File: config.mk
export PLATFORM = sky130hd
export DESIGN_NAME = mem_wb_stage
export DESIGN_NICKNAME = d
export VERILOG_FILES = /design/src/rtl/mem_wb_stage.sv
export SDC_FILE = /design/constraint.sdc
export NUM_CORES = 1
export LEC_CHECK = 0
export BUFFER_PORTS_ARGS = -buffer_cell sky130_fd_sc_hd__buf_4
export CAP_MARGIN = 10
export CORE_ASPECT_RATIO = 1.1
export CORE_UTILIZATION = 30
export DETAILED_ROUTE_END_ITERATION = 6
export GPL_ROUTABILITY_DRIVEN = 0
export MAX_ROUTING_LAYER = met4
export PLACE_DENSITY_LB_ADDON = 0.08
export REMOVE_ABC_BUFFERS = 1
export SKIP_LAST_GASP = 1
export SYNTH_ARGS = -nofsm -noshare
export SYNTH_HDL_FRONTEND = slang
export SYNTH_SLANG_ARGS = --single-unit
File: constraint.sdc
create_clock -name clk -period 3 [get_ports clk]
set_input_delay 0.15 -clock clk [delete_from_list [all_inputs] [get_ports clk]]
set_output_delay 0.15 -clock clk [all_outputs]
set_load 0.02 [all_outputs]
File: src/rtl/mem_wb_stage.sv
// MEM/WB pipeline stage: data-memory access with ack timeout, then register-file write-back.
// Optional forwarding outputs (fwd_valid/fwd_addr/fwd_data) are enabled with `define MEM_WB_BYPASS_EN.
module mem_wb_stage #(
    parameter int unsigned ACK_TIMEOUT = 16
) (
    input  logic        clk,
    input  logic        rst,
    input  logic        exm_valid,
    input  logic        exm_regwrite,
    input  logic        exm_memread,
    input  logic        exm_memwrite,
    input  logic        exm_memtoreg,
    input  logic [31:0] exm_alu_result,
    input  logic [31:0] exm_store_data,
    input  logic [4:0]  exm_dest,
    output logic        stall,
    output logic        dm_req,
    output logic        dm_we,
    output logic [31:0] dm_addr,
    output logic [31:0] dm_wdata,
    input  logic        dm_ack,
    input  logic [31:0] dm_rdata,
    output logic        wb_en,
    output logic [4:0]  wb_addr,
    output logic [31:0] wb_data,
`ifdef MEM_WB_BYPASS_EN
    output logic        fwd_valid,
    output logic [4:0]  fwd_addr,
    output logic [31:0] fwd_data,
`endif
    output logic        err
);

    typedef enum logic [1:0] {
        IDLE      = 2'd0,
        ACCESS    = 2'd1,
        WRITEBACK = 2'd2
    } state_t;

    // Counter value in the last permitted ACCESS cycle.
    localparam logic [7:0] LAST_CNT = 8'(ACK_TIMEOUT - 1);

    state_t      state_q;
    state_t      state_d;
    logic [7:0]  cnt_q;
    logic        regwrite_q;
    logic        memtoreg_q;
    logic        is_load_q;
    logic [31:0] alu_q;

    logic        capture_alu;
    logic        capture_mem;
    logic        ack_done;
    logic        timeout;

    // NOTE: every signal gets a default first so no path leaves it unassigned (no latches).
    always_comb begin
        state_d     = state_q;
        capture_alu = 1'b0;
        capture_mem = 1'b0;
        ack_done    = 1'b0;
        timeout     = 1'b0;
        unique case (state_q)
            IDLE: begin
                if (exm_valid) begin
                    if (exm_memread || exm_memwrite) begin
                        capture_mem = 1'b1;
                        state_d     = ACCESS;
                    end else begin
                        capture_alu = 1'b1;
                        state_d     = WRITEBACK;
                    end
                end
            end
            ACCESS: begin
                // An ack in the final counted cycle still wins over the timeout.
                if (dm_ack) begin
                    ack_done = 1'b1;
                    state_d  = WRITEBACK;
                end else if (cnt_q == LAST_CNT) begin
                    timeout = 1'b1;
                    state_d = IDLE;
                end
            end
            WRITEBACK: state_d = IDLE;
            default:   state_d = IDLE;
        endcase
    end

    // NOTE: sequential state uses non-blocking assignments so all registers update together.
    always_ff @(posedge clk or negedge rst) begin
        if (!rst) state_q <= IDLE;
        else      state_q <= state_d;
    end

    always_ff @(posedge clk or negedge rst) begin
        if (!rst) begin
            cnt_q      <= '0;
            regwrite_q <= 1'b0;
            memtoreg_q <= 1'b0;
            is_load_q  <= 1'b0;
            alu_q      <= '0;
            dm_req     <= 1'b0;
            dm_we      <= 1'b0;
            dm_addr    <= '0;
            dm_wdata   <= '0;
            wb_addr    <= '0;
            wb_data    <= '0;
            err        <= 1'b0;
        end else begin
            if (capture_alu) begin
                regwrite_q <= exm_regwrite;
                wb_addr    <= exm_dest;
                wb_data    <= exm_alu_result;
            end
            if (capture_mem) begin
                regwrite_q <= exm_regwrite;
                memtoreg_q <= exm_memtoreg;
                is_load_q  <= exm_memread;
                alu_q      <= exm_alu_result;
                wb_addr    <= exm_dest;
                dm_req     <= 1'b1;
                // A combined read+write request is handled as a plain load.
                dm_we      <= exm_memwrite & ~exm_memread;
                dm_addr    <= exm_alu_result;
                dm_wdata   <= exm_store_data;
                cnt_q      <= '0;
            end
            if (ack_done) begin
                dm_req  <= 1'b0;
                dm_we   <= 1'b0;
                wb_data <= (is_load_q && memtoreg_q) ? dm_rdata : alu_q;
            end else if (timeout) begin
                dm_req     <= 1'b0;
                dm_we      <= 1'b0;
                regwrite_q <= 1'b0;
                err        <= 1'b1;
            end else if (state_q == ACCESS) begin
                cnt_q <= cnt_q + 8'd1;
            end
        end
    end

    assign stall = (state_q != IDLE);
    assign wb_en = (state_q == WRITEBACK) && regwrite_q && (wb_addr != 5'd0);

`ifdef MEM_WB_BYPASS_EN
    assign fwd_valid = wb_en;
    assign fwd_addr  = wb_addr;
    assign fwd_data  = wb_data;
`endif

endmodule

==> results of run 1 <==
## layer usage
layer	GRT usage	part of all wire	up-vias
met1	0.217	0.44	2245
met5	-	0	-
met3	0.0388	0.049	17
li1	-	-	2321
met4	0.0594	0.013	0
met2	0.307	0.50	148
## registers in the layout, summed over array words and instances, names as in the netlist
register and flops:
is_load_q 1, memtoreg_q 1, cnt_q 8, err 1
dm_wdata 32, alu_q 32, dm_we 1, wb_addr 5
regwrite_q 1, wb_data 32, state_q 2, dm_req 1
## power by group through the flow
stage / clock network (mW) / logic [mW] / registers (mW)
CTS: 2.03 / 3.43 / 2.72
global placement: 0 / 3.30 / 2.72
floorplan: 0 / 1.17 / 3.36
global route: 2.10 / 3.67 / 2.80
detailed placement: 0 / 3.36 / 2.73
finish: 1.98 / 3.39 / 2.71
## final cells by class
type	instances	area [µm²]
clock buffers	23	478
repair buffers	295	2440
multi-input cells	387	2240
inverters	2	7.51
fillers	1608	8650
clock inverters	9	101
well taps	234	293
flip-flops and latches	117	2930
## repair_timing
item,4_1_cts,5_1_grt
hold buffers,71,0
hold endpoints to repair,134,0
endpoints found under the setup margin,0,0
## synthesized netlist by cell type, drive strengths merged, types with 2 or more instances
cell    count
a21oi       4
and3        3
buf        15
clkbuf     14
dfrtp     117
inv         2
mux2       37
mux2i      34
nand2     235
nand2b      4
nand3       7
nor2        5
nor2b       2
nor3        2
nor3b       2
nor4        2
o21ai      35
## worst max path at each step
stage,end,cells past startpoint,slack [ns]
global route,wb_data[25],5,0.75
CTS,cnt_q[7],6,0.76
finish,wb_data[25],5,0.91
floorplan,cnt_q[4],3,-0.60
global placement,cnt_q[7],6,0.86
detailed placement,cnt_q[7],6,0.77
## worst max-delay path, cell delays in order, from the launching register on
cell and delay [ns]:
dfrtp_1 0.43, nor3b_2 0.48, a21boi_2 0.11, inv_2 0.33, buf_12 0.27, mux2_2 0.35
## stage by stage
step	hold slack (ns)	util
6_report	0.0440	0.495
5_1_grt	0.0359	0.495
4_1_cts	0.0198	0.494
3_5_place_dp	0.323	0.418
3_3_place_gp	0.309	0.418
2_1_floorplan	-0.146	-
## logic make-up (layout without fill, tap and decap cells)
group / count (synthesis) / after routing
and+or+nand+nor: 266 / 266
DFF: 117 / 117
muxes: 71 / 71
AOI/OAI and AO/OA: 48 / 48
buffers and inverters: 31 / 329
adders and majority gates: 1 / 1
xor gates and xnor gates: 1 / 1
==> key figures, run 1 <==
Power
  – Lkg Pwr: 4.51 nW
  – Internal: 5.14 mW
  – Combinational power share: 0.420
  – Power Density: 953 nW/µm²
  – Sw Ratio: 0.364
  – Design Power: 8.08 mW
  – Switch Pwr: 2.94 mW
  – Max VDD drop: 0.429 mV
  – Sequential Power Share: 0.336
  – Clock power frac: 0.245

Logic synthesis
  – Synth area leaders: dfrtp_1, nand2_1, mux2_4
  – Synth area leader: dfrtp_1
  – Yosys warnings: 0
  – EDFF count, synth: 0
  – Share of synthesized registers carrying an async set or reset: 1.00
  – Multiplexer share of the synthesized area: 0.163
  – XOR/XNOR share of the synthesized area: 0.00165
  – Post-synth cell types: 38
  – Post-synthesis sequential area ratio: 0.552
  – Largest family of logic cells by synthesized area: simple AND/OR/NAND/NOR gates
  – Post-synthesis compound-gate area fraction: 0.0512
  – Synthesis-stage register bit count: 117
  – Post-Synth Simple-Gate Area: 0.200
  – Mapped Cells: 535
  – Mapped Avg Cell Area: 9.92 µm²
  – Area share of the largest cell type after synthesis: 0.552
  – Post-synth top flop: dfrtp_1
  – Post-synthesis adder-cell area fraction: 0.00236
  – Cell area after synthesis: 5310 µm²

Cells and area
  – Area grow syn2layout: 59.9%
  – Most common cell after layout, fill and taps aside: nand2_1
  – Fin cells: 1,067
  – Share of cells above drive strength 1: 0.358
  – Commonest non-fill, non-tap cells in the layout: nand2_1, buf_4, dfrtp_1
  – Post-route cell area: 8490 µm²
  – Nets: 930
  – Diodes inserted: 0

Drt
  – 1st-pass router iterations: 4
  – Total Wirelength: 15.6 mm
  – Antenna viol nets, final: 0
  – Vias: 4,731
  – DRC violation count after routing: 0
  – DR vias/cell: 4.43
  – Routed len/inst: 14.6 µm
  – DRT iter0 DRCs: 120

Floorplanning
  – Total core area: 17,100 µm²
  – I/O Pins: 215
  – Row count: 50
  – Chip Width: 129 µm
  – Starting density of the core: 0.310
  – Die ar.: 18,200 µm²
  – Die H: 142 µm

Setup path
  – Critical R2R Launch: state_q[0]
  – Setup crit end kind: flip-flop
  – Arr. time, crit path: 2.38 ns
  – R2r setup slk: 0.91 ns
  – CP Launch Type: flip-flop
  – CP required: 3.29 ns
  – Crit Path Class: reg2reg
  – CP startpoint: state_q[0]
  – Crit-path max FO: 22
  – R2R Path End: wb_data[25]
  – R2R cell count: 5

Clock tree
  – H-tree levels: 4
  – Clock Pin Slew Worst Setup and Hold Paths: 0.05 ns
  – Skew-Pair Late Insertion Delay: 0.40 ns
  – Root Driver: clkbuf_16
  – Maximum clock path buffer count: 2
  – CTS tree: done
  – Post-CTS Setup Inserts: 0
  – Sink Count: 117
  – CTS resizes: 0
  – CTS buffer count: 17

Run
  – Max Cap Viol: 0

STA
  – Final Cycle Share: 0.697
  – Final worst slack: 0.908 ns
  – RSZ-0062 raised after global routing: false
  – Max-slew violations: 0
  – Slew @ Worst Pin: 0.853 ns
  – Slew HR: 0.431
  – Max Clock Skew: 0.00837 ns
  – Setup-failing EPs final: 0
  – Setup tns final: 0 ns
  – Fin. Hold Viols: 0
  – Max Clock Freq: 478 MHz
  – Min Tclk post-route: 2.09 ns

GRT
  – First-pass GRT wire length: 24.6 mm
  – Number of global-route vias before repair: 4,885
  – All-Layer GR Usage: 0.182
  – Largest net degree at the start of global routing: 68
  – Gr ovfl total: 0
  – Initial antenna violation count: 0

Outcome
  – Status: complete, no violations

Placed design
  – # placed instances: 963
  – Detail Placement HPWL: 10.6 mm
  – Placed Area: 7170 µm²
  – IO buf count: 214
  – Post-Place Setup Slack: 0.775 ns

Worst hold path
  – Hold crit path type: in2reg
  – Worst Hold Path Cells: 2
  – Worst min-delay path endpoint: is_load_q
  – Hold Startpoint: exm_memread
(Power assumes the default switching activity.)
==> inputs of run 2 (changes only) <==
Settings changed: ABC_AREA set to 1.
Clock period 3 ns to 1.8 ns, I/O delays scaled along.
==> run 2 against run 1 <==
  * Worst setup slack lost 0.64 ns
  * Critical endpoint is now wb_data[31]
  * Non-clock buffer count rose by 29
  * Highest routed layer unchanged
  * Combinational power grew 73%
  * Flip-flop and latch count unchanged
  * Clock-buffer cell count grew 4
==> key figures, run 2 <==
Drt
  – DRC violation count after routing: 0
  – Vias: 5,488
  – DR vias/cell: 4.55
  – 1st-pass router iterations: 7
  – DRT iter0 DRCs: 281
  – Routed len/inst: 14.9 µm
  – Total Wirelength: 18.0 mm
  – Antenna viol nets, final: 0

Cells and area
  – Multi-input gate area: 2110 µm²
  – Area grow syn2layout: 61.1%
  – Most common cell after layout, fill and taps aside: buf_4
  – Post-route cell area: 8700 µm²
  – Filler instances: 1,704
  – Fin cells: 1,206
  – Largest regs: alu_q (32), dm_wdata (32), wb_data (32)
  – Share of cells above drive strength 1: 0.287
  – Commonest non-fill, non-tap cells in the layout: buf_4, nand2_1, dfrtp_1
  – Nets: 1,066
  – Register area: 2930 µm²
  – Fin util: 0.492

Logic synthesis
  – Post-synthesis sequential area ratio: 0.542
  – Synth cell count leaders: nand2_1, dfrtp_1, nor2_1
  – Yosys warnings: 0
  – Post-synth top flop: dfrtp_1
  – Share of synthesized registers carrying an async set or reset: 1.00
  – Mapped Cells: 651
  – Cell area after synthesis: 5400 µm²
  – Most numerous cell in the Yosys netlist: nand2_1
  – Mapped Avg Cell Area: 8.30 µm²
  – Synthesis-stage register bit count: 117
  – EDFF count, synth: 0
  – Area share of the largest cell type after synthesis: 0.542
  – Synth area leaders: dfrtp_1, nand2_1, o21ai_0
  – Synth area leader: dfrtp_1
  – Post-synth cell types: 26

Setup path
  – Arr. time, crit path: 1.86 ns
  – Setup crit end kind: flip-flop
  – CP Launch Type: flip-flop
  – Crit-path max FO: 11
  – CP required: 2.13 ns
  – Crit Path Class: reg2reg

Outcome
  – Status: complete, no violations

Floorplanning
  – Starting density of the core: 0.306
  – I/O Pins: 215
  – Chip Width: 130 µm
  – Die ar.: 18,500 µm²
  – Row count: 51
  – Total core area: 17,700 µm²
  – Die H: 143 µm

STA
  – RSZ-0062 raised after global routing: false
  – Fin. Hold Viols: 0
  – Setup-failing EPs final: 0
  – Min Tclk post-route: 1.53 ns
  – Max Clock Freq: 652 MHz
  – Max-slew violations: 0
  – Slew @ Worst Pin: 0.485 ns
  – Max Clock Skew: 0.00887 ns
  – Final Cycle Share: 0.852
  – Slew HR: 0.676

Clock tree
  – Skew-Pair Late Insertion Delay: 0.42 ns
  – CTS buffer count: 17
  – CTS tree: done
  – Post-CTS Hold Buffers: 91
  – H-tree levels: 4
  – Maximum clock path buffer count: 2
  – CTS resizes: 0
  – Sink Count: 117
  – Clock Pin Slew Worst Setup and Hold Paths: 0.05 ns
  – Post-CTS Setup Inserts: 0
  – Root Driver: clkbuf_16

Placed design
  – Detail Placement HPWL: 12.3 mm
  – # placed instances: 1,084
  – Placed Area: 7220 µm²
  – IO buf count: 214

GRT
  – All-Layer GR Usage: 0.209
  – Gr ovfl total: 0
  – Number of global-route vias before repair: 5,470
  – Initial antenna violation count: 1
  – Largest net degree at the start of global routing: 51
  – First-pass GRT wire length: 28.4 mm

Power
  – Max VDD drop: 0.991 mV
  – Lkg Pwr: 4.38 nW
  – Power Density: 1580 nW/µm²

Run
  – Max Cap Viol: 0

Worst hold path
  – Hold crit path type: in2reg
[run 2: cell count changes in the layout (fill, tap and decap cells not counted), sizes merged, moves of 19 or more]
cell,previous run,this run
o21ai,35,73
nor2,5,84
dlygate4sd3,71,91
inv,2,21
mux2,37,5
mux2i,34,0
a21oi,4,65
[run 2: cell families (layout without fill, tap and decap cells)]
group                    after synthesis  in the layout  synth area share
AO/OA/AOI/OAI                        139            139             0.130
XOR/XNOR                               1              1           0.00162
adder cells (fa/ha/maj)                1              1           0.00232
buffers and inverters                 59            375            0.0667
flip-flops                           117            117             0.542
multiplexers                           5              5            0.0104
other                                  0              1                 0
AND/OR/NAND/NOR                      329            329             0.247
[run 2: metrics by stage]
stage	worst slack, ns	hold slack, ns	setup TNS (ns)	power [mW]
3_3_place_gp	0.291	0.0863	0	10.3
6_report	0.266	0.00766	0	13.7
4_1_cts	0.249	0.00169	0	13.9
5_1_grt	0.0875	0.00135	0	14.6
2_1_floorplan	-0.292	-0.206	-18.71	7.49
3_5_place_dp	0.265	0.0824	0	10.4
[run 2: critical path: stages, from the launching register on]
cell and delay, ns:
dfrtp_1 0.45, nor2_4 0.25, nand3_4 0.13, nand2_4 0.20
buf_4 0.23, nor2_1 0.06, a21oi_1 0.13
[run 2: layer usage]
layer,global-route usage,share of wire,routed length [µm],vias to the layer above
met5,-,0,0,-
met4,0.0685,0.018,331,0
met3,0.0551,0.054,976,24
met2,0.339,0.49,8880,165
met1,0.250,0.43,7810,2605
li1,-,-,-,2694
[run 2: area by class of cell]
class | count | share of cell area
diodes | 1 | 0.000288
repair buffers | 324 | 0.311
inverters | 21 | 0.00906
clock inverters | 3 | 0.00460
flip-flops and latches | 117 | 0.336
multi-input cells | 475 | 0.243
well taps | 238 | 0.0342
clock buffers | 27 | 0.0613
[run 2: path summary, 6_finish.rpt]
kind                             start     endpoint  slack [ns]  cells after the start
min reg2reg                        err          err        0.46                      2
max in group asynchronous          rst    alu_q[30]        0.99                      3
min in group asynchronous          rst     cnt_q[7]        0.18                      2
max reg2reg                 state_q[0]  wb_data[31]        0.27                      6
min                        dm_rdata[2]   wb_data[2]       0.008                      3
max                         state_q[0]  wb_data[31]        0.27                      6
[run 2: power breakdown]
part	internal, mW	switching [mW]
Combinational	2.47	3.38
Sequential	3.74	0.855
Clock	2.14	1.14
==> inputs of run 3 (changes only) <==
Clock period 1.8 ns to 1.4 ns, I/O delays scaled along.
==> run 3 against run 2 <==
  * Flip-flop and latch count unchanged
  * Combinational power grew 39%
  * Cell count is 3.0% higher
  * Via count up 3.3%
  * Largest cell class is now non-clock buffers
  * Critical path depth down 1
  * Final area is 6.3% higher
  * Largest power group unchanged
  * Sequential power is 28% higher
  * Routed wire length grew 4.9%
==> key figures, run 3 (same netlist as run 2, synthesis figures left out) <==
STA
  – Max Clock Skew: 0.0123 ns
  – RSZ-0062 raised after global routing: true
  – Worst hold slack: 0.0122 ns
  – Max-slew violations: 0
  – Final worst slack: 0.0311 ns
  – Setup-failing EPs final: 0
  – Min Tclk post-route: 1.37 ns
  – Fin. Hold Viols: 0
  – Slew HR: 0.661
  – Final Cycle Share: 0.978
  – Slew @ Worst Pin: 0.509 ns
  – Max Clock Freq: 731 MHz

GRT
  – Number of global-route vias before repair: 5,464
  – Gr ovfl total: 0
  – Initial antenna violation count: 1
  – All-Layer GR Usage: 0.211
  – First-pass GRT wire length: 28.7 mm
  – Largest net degree at the start of global routing: 31

Placed design
  – # placed instances: 1,101
  – Detail Placement HPWL: 12.9 mm
  – Placed Area: 7430 µm²
  – Post-Place Setup Slack: 0.0128 ns
  – IO buf count: 214

Setup path
  – Arr. time, crit path: 1.30 ns
  – Crit-path max FO: 3
  – CP Launch Type: flip-flop
  – CP startpoint: wb_addr[3]
  – CP required: 1.33 ns
  – Setup crit end kind: output pin
  – Crit Path Class: reg2out
  – Critical R2R Launch: state_q[0]
  – R2R cell count: 6

Cells and area
  – Commonest non-fill, non-tap cells in the layout: buf_4, nand2_1, dfrtp_1
  – Most common cell after layout, fill and taps aside: buf_4
  – Fin cells: 1,242
  – Post-route cell area: 9250 µm²
  – Largest regs: alu_q (32), dm_wdata (32), wb_data (32)
  – Share of cells above drive strength 1: 0.314
  – Nets: 1,101
  – Area grow syn2layout: 71.3%

Floorplanning
  – Row count: 51
  – Total core area: 17,700 µm²
  – Starting density of the core: 0.306
  – Die ar.: 18,500 µm²
  – Chip Width: 130 µm
  – I/O Pins: 215
  – Die H: 143 µm

Run
  – Max Cap Viol: 0

Clock tree
  – Clock Pin Slew Worst Setup and Hold Paths: 0.06 ns
  – Skew-Pair Late Insertion Delay: 0.42 ns
  – CTS tree: done
  – Maximum clock path buffer count: 2
  – H-tree levels: 4
  – CTS buffer count: 17
  – Sink Count: 117
  – Root Driver: clkbuf_16

Power
  – Sequential Power Share: 0.316
  – Clock power frac: 0.248
  – Combinational power share: 0.435
  – Power Density: 2010 nW/µm²
  – Sw Ratio: 0.386
  – Switch Pwr: 7.19 mW
  – Design Power: 18.6 mW
  – Max VDD drop: 0.981 mV
  – Lkg Pwr: 4.62 nW
  – Internal: 11.4 mW

Outcome
  – Status: complete, no violations

Drt
  – Total Wirelength: 18.9 mm
  – Top routing layer in use: met4
  – DRT iter0 DRCs: 317
  – DRC violation count after routing: 0
  – WL met1: 8.31 mm
  – Vias: 5,669
  – 1st-pass router iterations: 4
  – Antenna viol nets, final: 0
  – Routed len/inst: 15.2 µm
  – DR vias/cell: 4.56
  – Met3 WL post-DR: 934 µm
  – Met2 WL post-DR: 9.25 mm

Worst hold path
  – Hold Startpoint: dm_rdata[29]
  – Worst Hold Path Cells: 3
  – Hold crit path type: in2reg
-- run 3: layer usage --
| metal | global-route usage | vias to the layer above |
|---|---|---|
| met2 | 0.333 | 177 |
| met4 | 0.0734 | 0 |
| met1 | 0.265 | 2695 |
| met3 | 0.0498 | 26 |
| li1 | - | 2771 |
| met5 | - | - |
-- run 3: final timing paths --
| kind | slack (ns) | endpoint |
|---|---|---|
| min in group asynchronous | 0.17 | regwrite_q |
| worst min register to register | 0.46 | err |
| worst max register to register | 0.03 | wb_data[18] |
| worst max-delay path | 0.03 | wb_en |
| worst min-delay path | 0.01 | wb_data[29] |
| max in group asynchronous | 0.69 | wb_data[10] |
-- run 3: worst max-delay path: stages (launching register included) --
cell,delay [ns]
dfrtp_1,0.40
nor3_2,0.18
nand2_1,0.08
nand3_2,0.07
inv_2,0.04
buf_6,0.12
-- run 3: cell type report --
cell class | instances | area [µm²]
Fill cell | 1653 | 8420
Timing Repair Buffer | 359 | 3160
Sequential cell | 117 | 2930
Multi-Input combinational cell | 475 | 2150
Clock buffer | 22 | 474
Tap cell | 238 | 298
Clock inverter | 9 | 150
Inverter | 21 | 83.8
Antenna cell | 1 | 2.50
-- run 3: stage by stage --
| step | setup TNS (ns) | utilization |
|---|---|---|
| 6_report | 0 | 0.523 |
| 5_1_grt | -0.747 | 0.523 |
| 4_1_cts | -0.0833 | 0.514 |
| 3_5_place_dp | 0 | 0.420 |
| 3_3_place_gp | -0.00791 | 0.420 |
| 2_1_floorplan | -58.35 | - |
-- run 3: power by group through the flow --
stage	clock, mW	combinational, mW	sequential, mW
after floorplan	0	2.17	7.45
after global placement	0	7.59	5.86
after detailed placement	0	7.69	5.92
after CTS	4.73	7.97	5.90
after global routing	4.91	8.75	6.07
final	4.62	8.11	5.89
-- run 3: repair_timing --
action | 4_1_cts | 5_1_grt
endpoints found under the setup margin | 2 | 104
hold endpoints to repair | 126 | 0
gates cloned | 0 | 2
hold buffers | 100 | 0
buffers inserted | 1 | 6
pin swaps | 1 | 3
gates resized for setup | 6 | 24
